## src/rtl/enc_pkg.sv

```systemverilog
// Shared widths, state encodings and packet type for the AV1 encoder input scheduler.
package enc_pkg;

    localparam int unsigned RANGE_WIDTH  = 16;
    localparam int unsigned SYMBOL_WIDTH = 4;
    localparam int unsigned NSYMS_WIDTH  = SYMBOL_WIDTH + 1;
    localparam int unsigned NSYMS_MIN    = 2;
    localparam int unsigned NSYMS_MAX    = 16;

    typedef enum logic [1:0] {
        SCH_IDLE  = 2'd0,
        SCH_RUN   = 2'd1,
        SCH_DRAIN = 2'd2,
        SCH_FINAL = 2'd3
    } sch_state_e;

    typedef struct packed {
        logic [RANGE_WIDTH-1:0]  fl;
        logic [RANGE_WIDTH-1:0]  fh;
        logic [SYMBOL_WIDTH-1:0] symbol;
        logic [NSYMS_WIDTH-1:0]  nsyms;
        logic                    is_bool;
        logic                    last;
    } sym_pkt_t;

    // A packet is well formed when its symbol index fits its alphabet.
    function automatic logic pkt_ok(input sym_pkt_t p);
        logic ok;
        if (p.is_bool) begin
            ok = (p.symbol <= SYMBOL_WIDTH'(1));
        end else begin
            ok = (p.nsyms >= NSYMS_WIDTH'(NSYMS_MIN))
              && (p.nsyms <= NSYMS_WIDTH'(NSYMS_MAX))
              && (NSYMS_WIDTH'(p.symbol) < p.nsyms);
        end
        return ok;
    endfunction

endpackage

```

## src/rtl/sched_fifo.sv

```systemverilog
// Synchronous packet FIFO; pointers carry a wrap bit so full/empty are exact.
module sched_fifo
    import enc_pkg::*;
#(
    parameter int unsigned DEPTH = 4
) (
    input  logic     clk_i,
    input  logic     rst_ni,
    input  logic     wr_en_i,
    input  sym_pkt_t wr_data_i,
    input  logic     rd_en_i,
    output sym_pkt_t rd_data_c_o,
    output logic     ready_o,
    output logic     empty_o
);

    localparam int unsigned AW = $clog2(DEPTH);
    localparam int unsigned PW = AW + 1;

    sym_pkt_t        mem_q [DEPTH];
    logic [PW-1:0]   wr_ptr_q, wr_ptr_d;
    logic [PW-1:0]   rd_ptr_q, rd_ptr_d;
    logic            ready_q, empty_q;
    logic            do_push, do_pop;
    logic            full_d, empty_d;

    assign do_push = wr_en_i & ready_q;
    assign do_pop  = rd_en_i & ~empty_q;

    // Next pointers and the flags they imply, so ready/empty come straight from flops.
    always_comb begin
        wr_ptr_d = wr_ptr_q + PW'(do_push);
        rd_ptr_d = rd_ptr_q + PW'(do_pop);
        full_d   = (wr_ptr_d[AW] != rd_ptr_d[AW])
                && (wr_ptr_d[AW-1:0] == rd_ptr_d[AW-1:0]);
        empty_d  = (wr_ptr_d == rd_ptr_d);
    end

    // Pointer and flag registers; ready stays low while reset is held.
    always_ff @(posedge clk_i or negedge rst_ni) begin
        if (!rst_ni) begin
            wr_ptr_q <= '0;
            rd_ptr_q <= '0;
            ready_q  <= 1'b0;
            empty_q  <= 1'b1;
        end else begin
            wr_ptr_q <= wr_ptr_d;
            rd_ptr_q <= rd_ptr_d;
            ready_q  <= ~full_d;
            empty_q  <= empty_d;
        end
    end

    // Storage array, written on accepted push only.
    always_ff @(posedge clk_i) begin
        if (do_push) begin
            mem_q[wr_ptr_q[AW-1:0]] <= wr_data_i;
        end
    end

    assign rd_data_c_o = mem_q[rd_ptr_q[AW-1:0]];
    assign ready_o     = ready_q;
    assign empty_o     = empty_q;

endmodule

```

## src/rtl/stage_1_scheduler.sv

```systemverilog
// Input scheduler for the arithmetic-encoder pipeline: buffer, check, issue, drain, flush.
module stage_1_scheduler
    import enc_pkg::*;
#(
    parameter int unsigned FIFO_DEPTH = 4,
    parameter int unsigned PIPE_DEPTH = 4
) (
    input  logic                    general_clk,
    input  logic                    reset,
    input  logic                    in_valid,
    output logic                    in_ready,
    input  logic [RANGE_WIDTH-1:0]  in_fl,
    input  logic [RANGE_WIDTH-1:0]  in_fh,
    input  logic [SYMBOL_WIDTH-1:0] in_symbol,
    input  logic [NSYMS_WIDTH-1:0]  in_nsyms,
    input  logic                    in_bool,
    input  logic                    in_last,
    input  logic                    pipe_stall,
    output logic [RANGE_WIDTH-1:0]  s1_fl,
    output logic [RANGE_WIDTH-1:0]  s1_fh,
    output logic [SYMBOL_WIDTH-1:0] s1_symbol,
    output logic [NSYMS_WIDTH-1:0]  s1_nsyms,
    output logic                    s1_bool,
    output logic                    s1_valid,
    output logic [PIPE_DEPTH-1:0]   pipe_valid,
    output logic                    final_flag,
    output logic                    busy,
    output logic                    err_nsyms
);

    sym_pkt_t                wr_pkt;
    sym_pkt_t                rd_pkt;
    logic                    fifo_empty;
    logic                    pop_c, pkt_ok_c, issue_c, drain_done_c;
    logic [PIPE_DEPTH-1:0]   pv_q, pv_shift_c;
    sch_state_e              state_q;
    logic [RANGE_WIDTH-1:0]  s1_fl_q, s1_fh_q;
    logic [SYMBOL_WIDTH-1:0] s1_symbol_q;
    logic [NSYMS_WIDTH-1:0]  s1_nsyms_q;
    logic                    s1_bool_q, s1_valid_q, final_flag_q, err_q;

    // Pack the upstream fields into a FIFO entry.
    always_comb begin
        wr_pkt.fl      = in_fl;
        wr_pkt.fh      = in_fh;
        wr_pkt.symbol  = in_symbol;
        wr_pkt.nsyms   = in_nsyms;
        wr_pkt.is_bool = in_bool;
        wr_pkt.last    = in_last;
    end

    sched_fifo #(
        .DEPTH (FIFO_DEPTH)
    ) u_fifo (
        .clk_i       (general_clk),
        .rst_ni      (reset),
        .wr_en_i     (in_valid),
        .wr_data_i   (wr_pkt),
        .rd_en_i     (pop_c),
        .rd_data_c_o (rd_pkt),
        .ready_o     (in_ready),
        .empty_o     (fifo_empty)
    );

    // Pop/issue decision: one packet per unstalled RUN cycle; malformed ones are dropped.
    assign pop_c    = (state_q == SCH_RUN) && !pipe_stall && !fifo_empty;
    assign pkt_ok_c = pkt_ok(rd_pkt);
    assign issue_c  = pop_c & pkt_ok_c;

    // Occupancy after this edge when not stalled; bit0 is stage_1.
    if (PIPE_DEPTH == 1) begin : g_pipe_one
        assign pv_shift_c = issue_c;
    end else begin : g_pipe_many
        assign pv_shift_c = {pv_q[PIPE_DEPTH-2:0], issue_c};
    end

    // Drain completes on the edge where the last occupied stage retires.
    assign drain_done_c = !pipe_stall && (pv_shift_c == '0);

    // Stage_1 input registers; they hold their value when nothing issues.
    always_ff @(posedge general_clk or negedge reset) begin
        if (!reset) begin
            s1_fl_q     <= '0;
            s1_fh_q     <= '0;
            s1_symbol_q <= '0;
            s1_nsyms_q  <= '0;
            s1_bool_q   <= 1'b0;
            s1_valid_q  <= 1'b0;
        end else begin
            s1_valid_q <= issue_c;
            if (issue_c) begin
                s1_fl_q     <= rd_pkt.fl;
                s1_fh_q     <= rd_pkt.fh;
                s1_symbol_q <= rd_pkt.symbol;
                s1_nsyms_q  <= rd_pkt.is_bool ? NSYMS_WIDTH'(NSYMS_MIN) : rd_pkt.nsyms;
                s1_bool_q   <= rd_pkt.is_bool;
            end
        end
    end

    // Occupancy shift register, frozen by downstream stall.
    always_ff @(posedge general_clk or negedge reset) begin
        if (!reset) begin
            pv_q <= '0;
        end else if (!pipe_stall) begin
            pv_q <= pv_shift_c;
        end
    end

    // Sticky malformed-packet flag.
    always_ff @(posedge general_clk or negedge reset) begin
        if (!reset) begin
            err_q <= 1'b0;
        end else if (pop_c && !pkt_ok_c) begin
            err_q <= 1'b1;
        end
    end

    // Stream FSM with registered flush pulse.
    always_ff @(posedge general_clk or negedge reset) begin
        if (!reset) begin
            state_q      <= SCH_IDLE;
            final_flag_q <= 1'b0;
        end else begin
            final_flag_q <= 1'b0;
            case (state_q)
                SCH_IDLE: begin
                    if (!fifo_empty) begin
                        state_q <= SCH_RUN;
                    end
                end
                SCH_RUN: begin
                    if (pop_c && rd_pkt.last) begin
                        state_q <= SCH_DRAIN;
                    end
                end
                SCH_DRAIN: begin
                    if (drain_done_c) begin
                        state_q      <= SCH_FINAL;
                        final_flag_q <= 1'b1;
                    end
                end
                SCH_FINAL: begin
                    state_q <= SCH_IDLE;
                end
                default: begin
                    state_q <= SCH_IDLE;
                end
            endcase
        end
    end

    assign s1_fl      = s1_fl_q;
    assign s1_fh      = s1_fh_q;
    assign s1_symbol  = s1_symbol_q;
    assign s1_nsyms   = s1_nsyms_q;
    assign s1_bool    = s1_bool_q;
    assign s1_valid   = s1_valid_q;
    assign pipe_valid = pv_q;
    assign final_flag = final_flag_q;
    assign err_nsyms  = err_q;
    assign busy       = (state_q != SCH_IDLE) || !fifo_empty;

endmodule

```

## config.mk

```make
export PLATFORM = sky130hd
export DESIGN_NAME = stage_1_scheduler
export DESIGN_NICKNAME = d
export VERILOG_FILES = /design/src/rtl/enc_pkg.sv /design/src/rtl/sched_fifo.sv /design/src/rtl/stage_1_scheduler.sv
export SDC_FILE = /design/constraint.sdc
export NUM_CORES = 1
export LEC_CHECK = 0
export ABC_CLOCK_PERIOD_IN_PS = 12600
export CAP_MARGIN = 40
export CORE_UTILIZATION = 38
export DETAILED_ROUTE_END_ITERATION = 16
export GPL_TIMING_DRIVEN = 0
export PLACE_DENSITY = 0.63
export REMOVE_ABC_BUFFERS = 1
export SLEW_MARGIN = 20
export SYNTH_ARGS = -nofsm -noshare
export SYNTH_HDL_FRONTEND = slang
export SYNTH_SLANG_ARGS = --single-unit
```

## constraint.sdc

```tcl
create_clock -name general_clk -period 12.6 [get_ports general_clk]
set_input_delay 2.52 -clock general_clk [delete_from_list [all_inputs] [get_ports general_clk]]
set_output_delay 2.52 -clock general_clk [all_outputs]
set_load 0.01 [all_outputs]
```

==> run_results.csv, run 1 <==
group,metric,value,unit
yosys,synth.avg_cell_area,21.39,µm²
sta,rsz0062_at_grt,"false",
die,dieHeight,153.2,µm
cts,cts.repair_timing.setup_buffer_count,0,
yosys,syn_std_cell_area,0.008683,mm²
yosys,yosys_most_used_dff,"edfxtp_1",
drt,firstDrtPassIters,5,
worst_setup_path,startpoint_type,"flop",
power,ir_worst_vdd,169.2,µV
sta,worst_slew_pin_slew,0.7437,ns
final_layout,antenna-diode-count,0,
cts,ctsLongestPathBuffers,3,
yosys,synth_cell_types,35,
worst_hold_path,min_path_type,"reg -> reg",
global_route,grt_antenna_before_repair,0,
place,detailedPlacementHpwl,10.71,mm
cts,cts_tree,"built",
final_layout,mostFrequentLayoutCell,"edfxtp_1",
global_route,grt-busiest-layer,"met2",
sta,final_min_period_over_clock_period,34.38,%
die,floorplan.die_area,0.02346,mm²
drt,drt_iter0_drc,256,
power,power.static_leakage,4.025,nW
job,drv_cap,0,
worst_setup_path,data_arrival_time_at_the_worst_slack_endpoint,1.81,ns
yosys,synth_sequential_area_ratio,76.50,%
yosys,synth_edf_count,172,
sta,timing.max_slew.rel_slack,50.42,%
worst_setup_path,critPathMaxFanout,4,
worst_setup_path,cp-end-kind,"output pin",
cts,cts_buffers,25,
place,gpl.final_weighted_congestion,0.7695,
global_route,overflow,0,
cts,clk_pin_slew_worst_paths,0.06,ns
die,count_of_standard_cell_rows,54,
drt,detail_route.drc_violations,0,
global_route,grt_max_degree,45,
yosys,share_of_flip_flops_with_an_asynchronous_set_or_reset_after_synthesis,25.54,%
worst_setup_path,cpMaxStageDelayCell,"clkdlybuf4s50_1",
drt,wire_length_per_cell,19.55,µm
yosys,synthesized_flop_and_latch_total,231,
final_layout,synthToLayoutAreaGrowth,28.11,%
worst_setup_path,crit_path_cell_trace,"inv_1 -> ha_1 -> nand2_1 -> clkdlybuf4s50_1",
sta,clock-skew-final,0.01389,ns
worst_setup_path,worst-path-buf-inv,2,
drt,route.antenna.remaining_nets,0,
drt,vias,4279,
drt,detail_route.wirelength,16.38,mm
place,place.port_buffers,97,
worst_setup_path,setup.worst_path.class,"reg -> out",
worst_setup_path,cp_top_family,"buffers and inverters",
power,total_power_per_unit_cell_area,243.2,mW/mm²
final_layout,layout-drive-gt1-share,27.60,%
die,fp.coreArea,0.02209,mm²
worst_setup_path,cp_slowest_stage_delay,0.54,ns
die,num_io_pins,98,
global_route,met3_usage,2.694,%
yosys,synthesis.instances,406,
sta,final_max_slew_viol_count,0,
worst_setup_path,worst_ep_required_time,10.08,ns
cts,cts_hold_buf,0,
global_route,gr-usage-met1,18.33,%
global_route,grt_usage,14.58,%
cts,clock_sinks,231,
final_layout,finalCoreUtilization,50.35,%
cts,htreeDepth,1,
outcome,status,"complete, no violations",
yosys,yosysWarningCount,0,
sta,setup-tns-final,0,ns
cts,clock_latency,0.51,ns
sta,finalHoldViolCount,0,
final_layout,layout_net_count,597,
global_route,grt_pass1_vias,4772,
yosys,ranking_of_synthesized_cells_by_area,"edfxtp_1 (59%), dfrtp_1 (17%), mux4_2 (11%)",
cts,clock_tree.root_cell,"clkbuf_16",
sta,timing.final.crit_period,4.332,ns
global_route,grt_first_pass_wirelength,26.27,mm
die,start_util,39.30,%
yosys,synth_top_area_share,59.48,%
global_route,grt_use_met2,25.38,%
cts,post_cts_resize_count,0,
drt,post_drt_via_cell_ratio,5.106,
final_layout,fillCellCount,1780,
sta,fmax,230.9,MHz
sta,setup_viol,0,
final_layout,most_frequent_cells_in_the_layout,"edfxtp_1 (172), clkdlybuf4s50_1 (96), dfrtp_1 (56)",
die,die_width,153.2,µm
yosys,yosys.area.top_type,"edfxtp_1",
## cell type report
cell class / count / area [µm²] / share of cell area [%]
clock buffer: 36 / 706.9 / 6.355
clock inverter: 10 / 175.2 / 1.575
inverter: 8 / 30.03 / 0.2699
multi-input combinational: 152 / 1947 / 17.50
sequential: 231 / 6650 / 59.78
tap: 280 / 350.3 / 3.149
timing repair buffer: 121 / 1265 / 11.37
## cell families after synthesis
kind of cell / after synthesis / synth area share [%]
AO/OA/AOI/OAI: 15 / 1.556
XOR/XNOR: 5 / 0.5044
adder cells (fa/ha/maj): 11 / 1.585
buffers and inverters: 23 / 1.311
flip-flops: 231 / 76.50
multiplexers: 83 / 16.33
AND/OR/NAND/NOR: 38 / 2.219
## synth_stat cells (3+ instances only)
| cell type | instances |
|---|---|
| edfxtp_1 | 172 |
| dfrtp_1 | 58 |
| mux4_2 | 43 |
| mux2_2 | 39 |
| nand2_1 | 16 |
| ha_1 | 11 |
| clkbuf_1 | 8 |
| inv_1 | 8 |
| buf_4 | 5 |
| nor2_1 | 4 |
| nor3_1 | 4 |
| nor3b_1 | 4 |
| o21ai_0 | 4 |
| xor2_1 | 3 |
## per-stage QoR
stage	total power, mW	instance area (µm²)	hold slack (ns)	setup slack [ns]	instances
after detailed placement	1.968	10240	0.4619	7.784	792
after global placement	1.921	9921	0.4482	2.755	768
after CTS	2.749	11120	0.4738	8.241	838
after floorplan	1.599	8600	0.4454	6.285	391
after global routing	2.851	11120	0.4939	8.164	838
final	2.706	11120	0.4714	8.268	838
## final timing paths
check                           cells past startpoint  slack [ns]                  endpoint                    startpoint
max in group asynchronous                           2       10.08  u_fifo.empty_o$_DFF_PN1_                         reset
worst min-delay path                                1        0.47     err_nsyms$_DFFE_PN0P_         err_nsyms$_DFFE_PN0P_
min in group asynchronous                           1        1.92     s1_fl[15]$_DFFE_PN0P_                         reset
worst min register to register                      1        0.47     err_nsyms$_DFFE_PN0P_         err_nsyms$_DFFE_PN0P_
worst max-delay path                                4        8.27                      busy        state_q[0]$_DFFE_PN0P_
worst max register to register                      9        8.91    state_q[0]$_DFFE_PN0P_  u_fifo.rd_ptr_q[0]$_DFF_PN0_
## routing by layer
layer  vias up  wire (µm)
met5         -          0
met4         0        472
met3        38        659
met2       120       8327
met1      2222       6922
li1       1899          -
## report_power, final
group / total (mW) / switching, mW / internal [mW]
clock network: 0.770 / 0.280 / 0.491
registers: 1.16 / 0.128 / 1.03
logic: 0.778 / 0.331 / 0.448
total: 2.71 / 0.739 / 1.97
## registers in the layout, summed over array words and instances, names as in the netlist
signal           count
u_fifo.rd_ptr_q      3
final_flag           1
s1_bool              1
s1_fl               16
err_nsyms            1
u_fifo.ready_o       1
s1_fh               16
s1_nsyms             5
s1_symbol            4
u_fifo.empty_o       1
u_fifo.mem_q       172
state_q              2
u_fifo.wr_ptr_q      3
s1_valid             1
pipe_valid           4
Note: power is estimated with default switching activity, not from simulation.
==> inputs of run 2 (changes only) <==
--- a/config.mk
+++ b/config.mk
@@ -5,12 +5,12 @@
 export SDC_FILE = /design/constraint.sdc
 export NUM_CORES = 1
 export LEC_CHECK = 0
-export ABC_CLOCK_PERIOD_IN_PS = 12600
+export ABC_CLOCK_PERIOD_IN_PS = 3900
 export CAP_MARGIN = 40
 export CORE_UTILIZATION = 38
 export DETAILED_ROUTE_END_ITERATION = 16
 export GPL_TIMING_DRIVEN = 0
-export PLACE_DENSITY = 0.63
+export PLACE_DENSITY = 0.65
 export REMOVE_ABC_BUFFERS = 1
 export SLEW_MARGIN = 20
 export SYNTH_ARGS = -nofsm -noshare
==> constraint.sdc (replaced) <==
create_clock -name general_clk -period 3.9 [get_ports general_clk]
set_input_delay 0.78 -clock general_clk [delete_from_list [all_inputs] [get_ports general_clk]]
set_output_delay 0.78 -clock general_clk [all_outputs]
set_load 0.01 [all_outputs]
==> run 2 against run 1 <==
  * Setup slack lost 7.9 ns
  * Routed wire length increased by 0.84%
  * Critical path type is now reg -> reg
  * Worst hold slack got worse by 0.29 ns
  * Total power grew to 3.2 times the previous value
  * Die area did not move
  * Critical path depth is 6 higher
  * Clock skew down 0.00059 ns
  * Flip-flop and latch count unchanged
  * Register-to-register slack worse by 8.5 ns
  * Utilization barely moved
==> run_results.csv, run 2 (synthesis gave the netlist of run 1 again) <==
group,metric,value,unit
worst_setup_path,timing.rr.end,"s1_fh[8]$_DFFE_PN0P_",
sta,final_max_slew_viol_count,0,
drt,vias,4242,
global_route,grt-busiest-layer,"met2",
global_route,grt_usage,14.56,%
die,die_width,153.2,µm
die,floorplan.die_area,0.02346,mm²
sta,setup-tns-final,0,ns
drt,drt_iter0_drc,222,
cts,htreeDepth,1,
global_route,gr-usage-met1,18.77,%
place,number_of_instances_in_the_placed_design,795,
drt,post_drt_via_cell_ratio,5.032,
outcome,status,"complete, no violations",
drt,detail_route.drc_violations,0,
sta,worst_slew_pin_slew,0.7369,ns
final_layout,antenna-diode-count,0,
sta,rsz0062_at_grt,"false",
drt,firstDrtPassIters,4,
global_route,grt_first_pass_wirelength,26.14,mm
global_route,met3_usage,3.119,%
worst_setup_path,r2r_cells,10,
cts,cts_buffers,25,
power,ir_worst_vdd,378.6,µV
global_route,overflow,0,
final_layout,synthToLayoutAreaGrowth,28.14,%
cts,post_cts_resize_count,0,
sta,finalHoldViolCount,0,
place,detailedPlacementHpwl,10.98,mm
global_route,grt_pass1_vias,4683,
sta,clock-skew-final,0.01331,ns
sta,timing.max_slew.rel_slack,50.87,%
global_route,grt_use_met2,25.09,%
global_route,grt_antenna_before_repair,0,
final_layout,mostFrequentLayoutCell,"edfxtp_1",
drt,route.antenna.remaining_nets,0,
sta,setup_viol,0,
worst_setup_path,setup.worst_path.class,"reg -> reg",
final_layout,largest_register_ffs,172,
power,total_power_per_unit_cell_area,784.1,mW/mm²
place,gpl.final_weighted_congestion,0.7735,
die,dieHeight,153.2,µm
die,start_util,39.30,%
worst_setup_path,critPathMaxFanout,26,
cts,clock_sinks,231,
final_layout,most_frequent_cells_in_the_layout,"edfxtp_1 (172), clkdlybuf4s50_1 (96), dfrtp_1 (56)",
final_layout,finalCoreUtilization,50.36,%
final_layout,final_cells,843,
cts,ctsLongestPathBuffers,3,
sta,final_min_period_over_clock_period,89.30,%
sta,fmax,287.1,MHz
job,drv_cap,0,
cts,clock_tree.root_cell,"clkbuf_16",
final_layout,layout-drive-gt1-share,29.31,%
cts,clock_latency,0.52,ns
global_route,grt_max_degree,45,
die,num_io_pins,98,
worst_setup_path,timing.reg2reg.setup_slack,0.42,ns
drt,wire_length_per_cell,19.60,µm
worst_setup_path,cp-end-kind,"flop",
worst_setup_path,startpoint_type,"flop",
cts,clk_pin_slew_worst_paths,0.06,ns
power,post-layout-total-power,8.725,mW
final_layout,layout_net_count,602,
die,count_of_standard_cell_rows,54,
worst_setup_path,data_arrival_time_at_the_worst_slack_endpoint,3.88,ns
place,place.port_buffers,97,
worst_setup_path,worst_ep_required_time,4.30,ns
die,fp.coreArea,0.02209,mm²
worst_setup_path,timing.rr.start,"u_fifo.rd_ptr_q[0]$_DFF_PN0_",
cts,cts_tree,"built",
worst_hold_path,min_path_type,"in -> async",
drt,detail_route.wirelength,16.52,mm
sta,timing.final.crit_period,3.483,ns
power,power.static_leakage,4.035,nW
-- run 2: cell types whose count changed in the layout (fill, tap and decap cells not counted), sizes merged --
cell / change
clkbuf: -6
buf: +5
clkinvlp: +3
inv: +2
clkinv: +1
-- run 2: cell type report --
class	count	area [µm²]
Multi-Input combinational cell	152	1947
Clock inverter	16	224.0
Clock buffer	30	654.4
Timing Repair Buffer	126	1271
Fill cell	1782	10970
Sequential cell	231	6650
Inverter	8	30.03
Tap cell	280	350.3
-- run 2: stage by stage --
step                      area (µm²)  worst slack [ns]  hold WS [ns]
after floorplan                 8600           -0.6753        0.4454
after detailed placement       10230          0.001249        0.4514
after global routing           11130            0.1016        0.1963
after global placement          9921            -4.058        0.4474
after CTS                      11130            0.3154        0.1853
final                          11130            0.4172        0.1831
-- run 2: how the worst max path moves through the flow --
stage	startpoint	end	cells after the start
floorplan	in_valid	u_fifo.mem_q[1][0]$_DFFE_PP_	2
global placement	in_valid	u_fifo.mem_q[1][30]$_DFFE_PP_	3
detailed placement	u_fifo.rd_ptr_q[0]$_DFF_PN0_	s1_fh[7]$_DFFE_PN0P_	10
CTS	u_fifo.rd_ptr_q[0]$_DFF_PN0_	s1_fh[7]$_DFFE_PN0P_	10
global route	u_fifo.rd_ptr_q[0]$_DFF_PN0_	state_q[0]$_DFFE_PN0P_	11
finish	u_fifo.rd_ptr_q[0]$_DFF_PN0_	s1_fh[8]$_DFFE_PN0P_	10
-- run 2: metal layers --
metal	part of all wire, %	vias up
li1	-	1911
met1	43	2217
met2	51	87
met3	4.1	27
met4	2.2	0
met5	0	-
-- run 2: worst max-delay path, cell delays in order, from the launching register on --
cell,delay [ns]
dfrtp_4,0.71
buf_12,0.29
mux4_2,0.58
ha_1,0.33
a21o_1,0.16
a211oi_1,0.26
mux2i_1,0.19
a2bb2oi_4,0.20
buf_4,0.18
buf_16,0.16
mux2_2,0.27
-- run 2: report_power, final --
group	switching, mW	total [mW]	leakage [nW]	internal, mW
sequential	0.405	3.73	2.32	3.32
combinational	1.07	2.51	1.30	1.44
clock	0.949	2.49	0.424	1.54
-- run 2: timing repair --
item                                   in CTS  in global routing
setup endpoints to repair                  10                  0
hold buffers                                0                  0
buffers inserted                            2                  0
endpoints found under the hold margin       0                  0
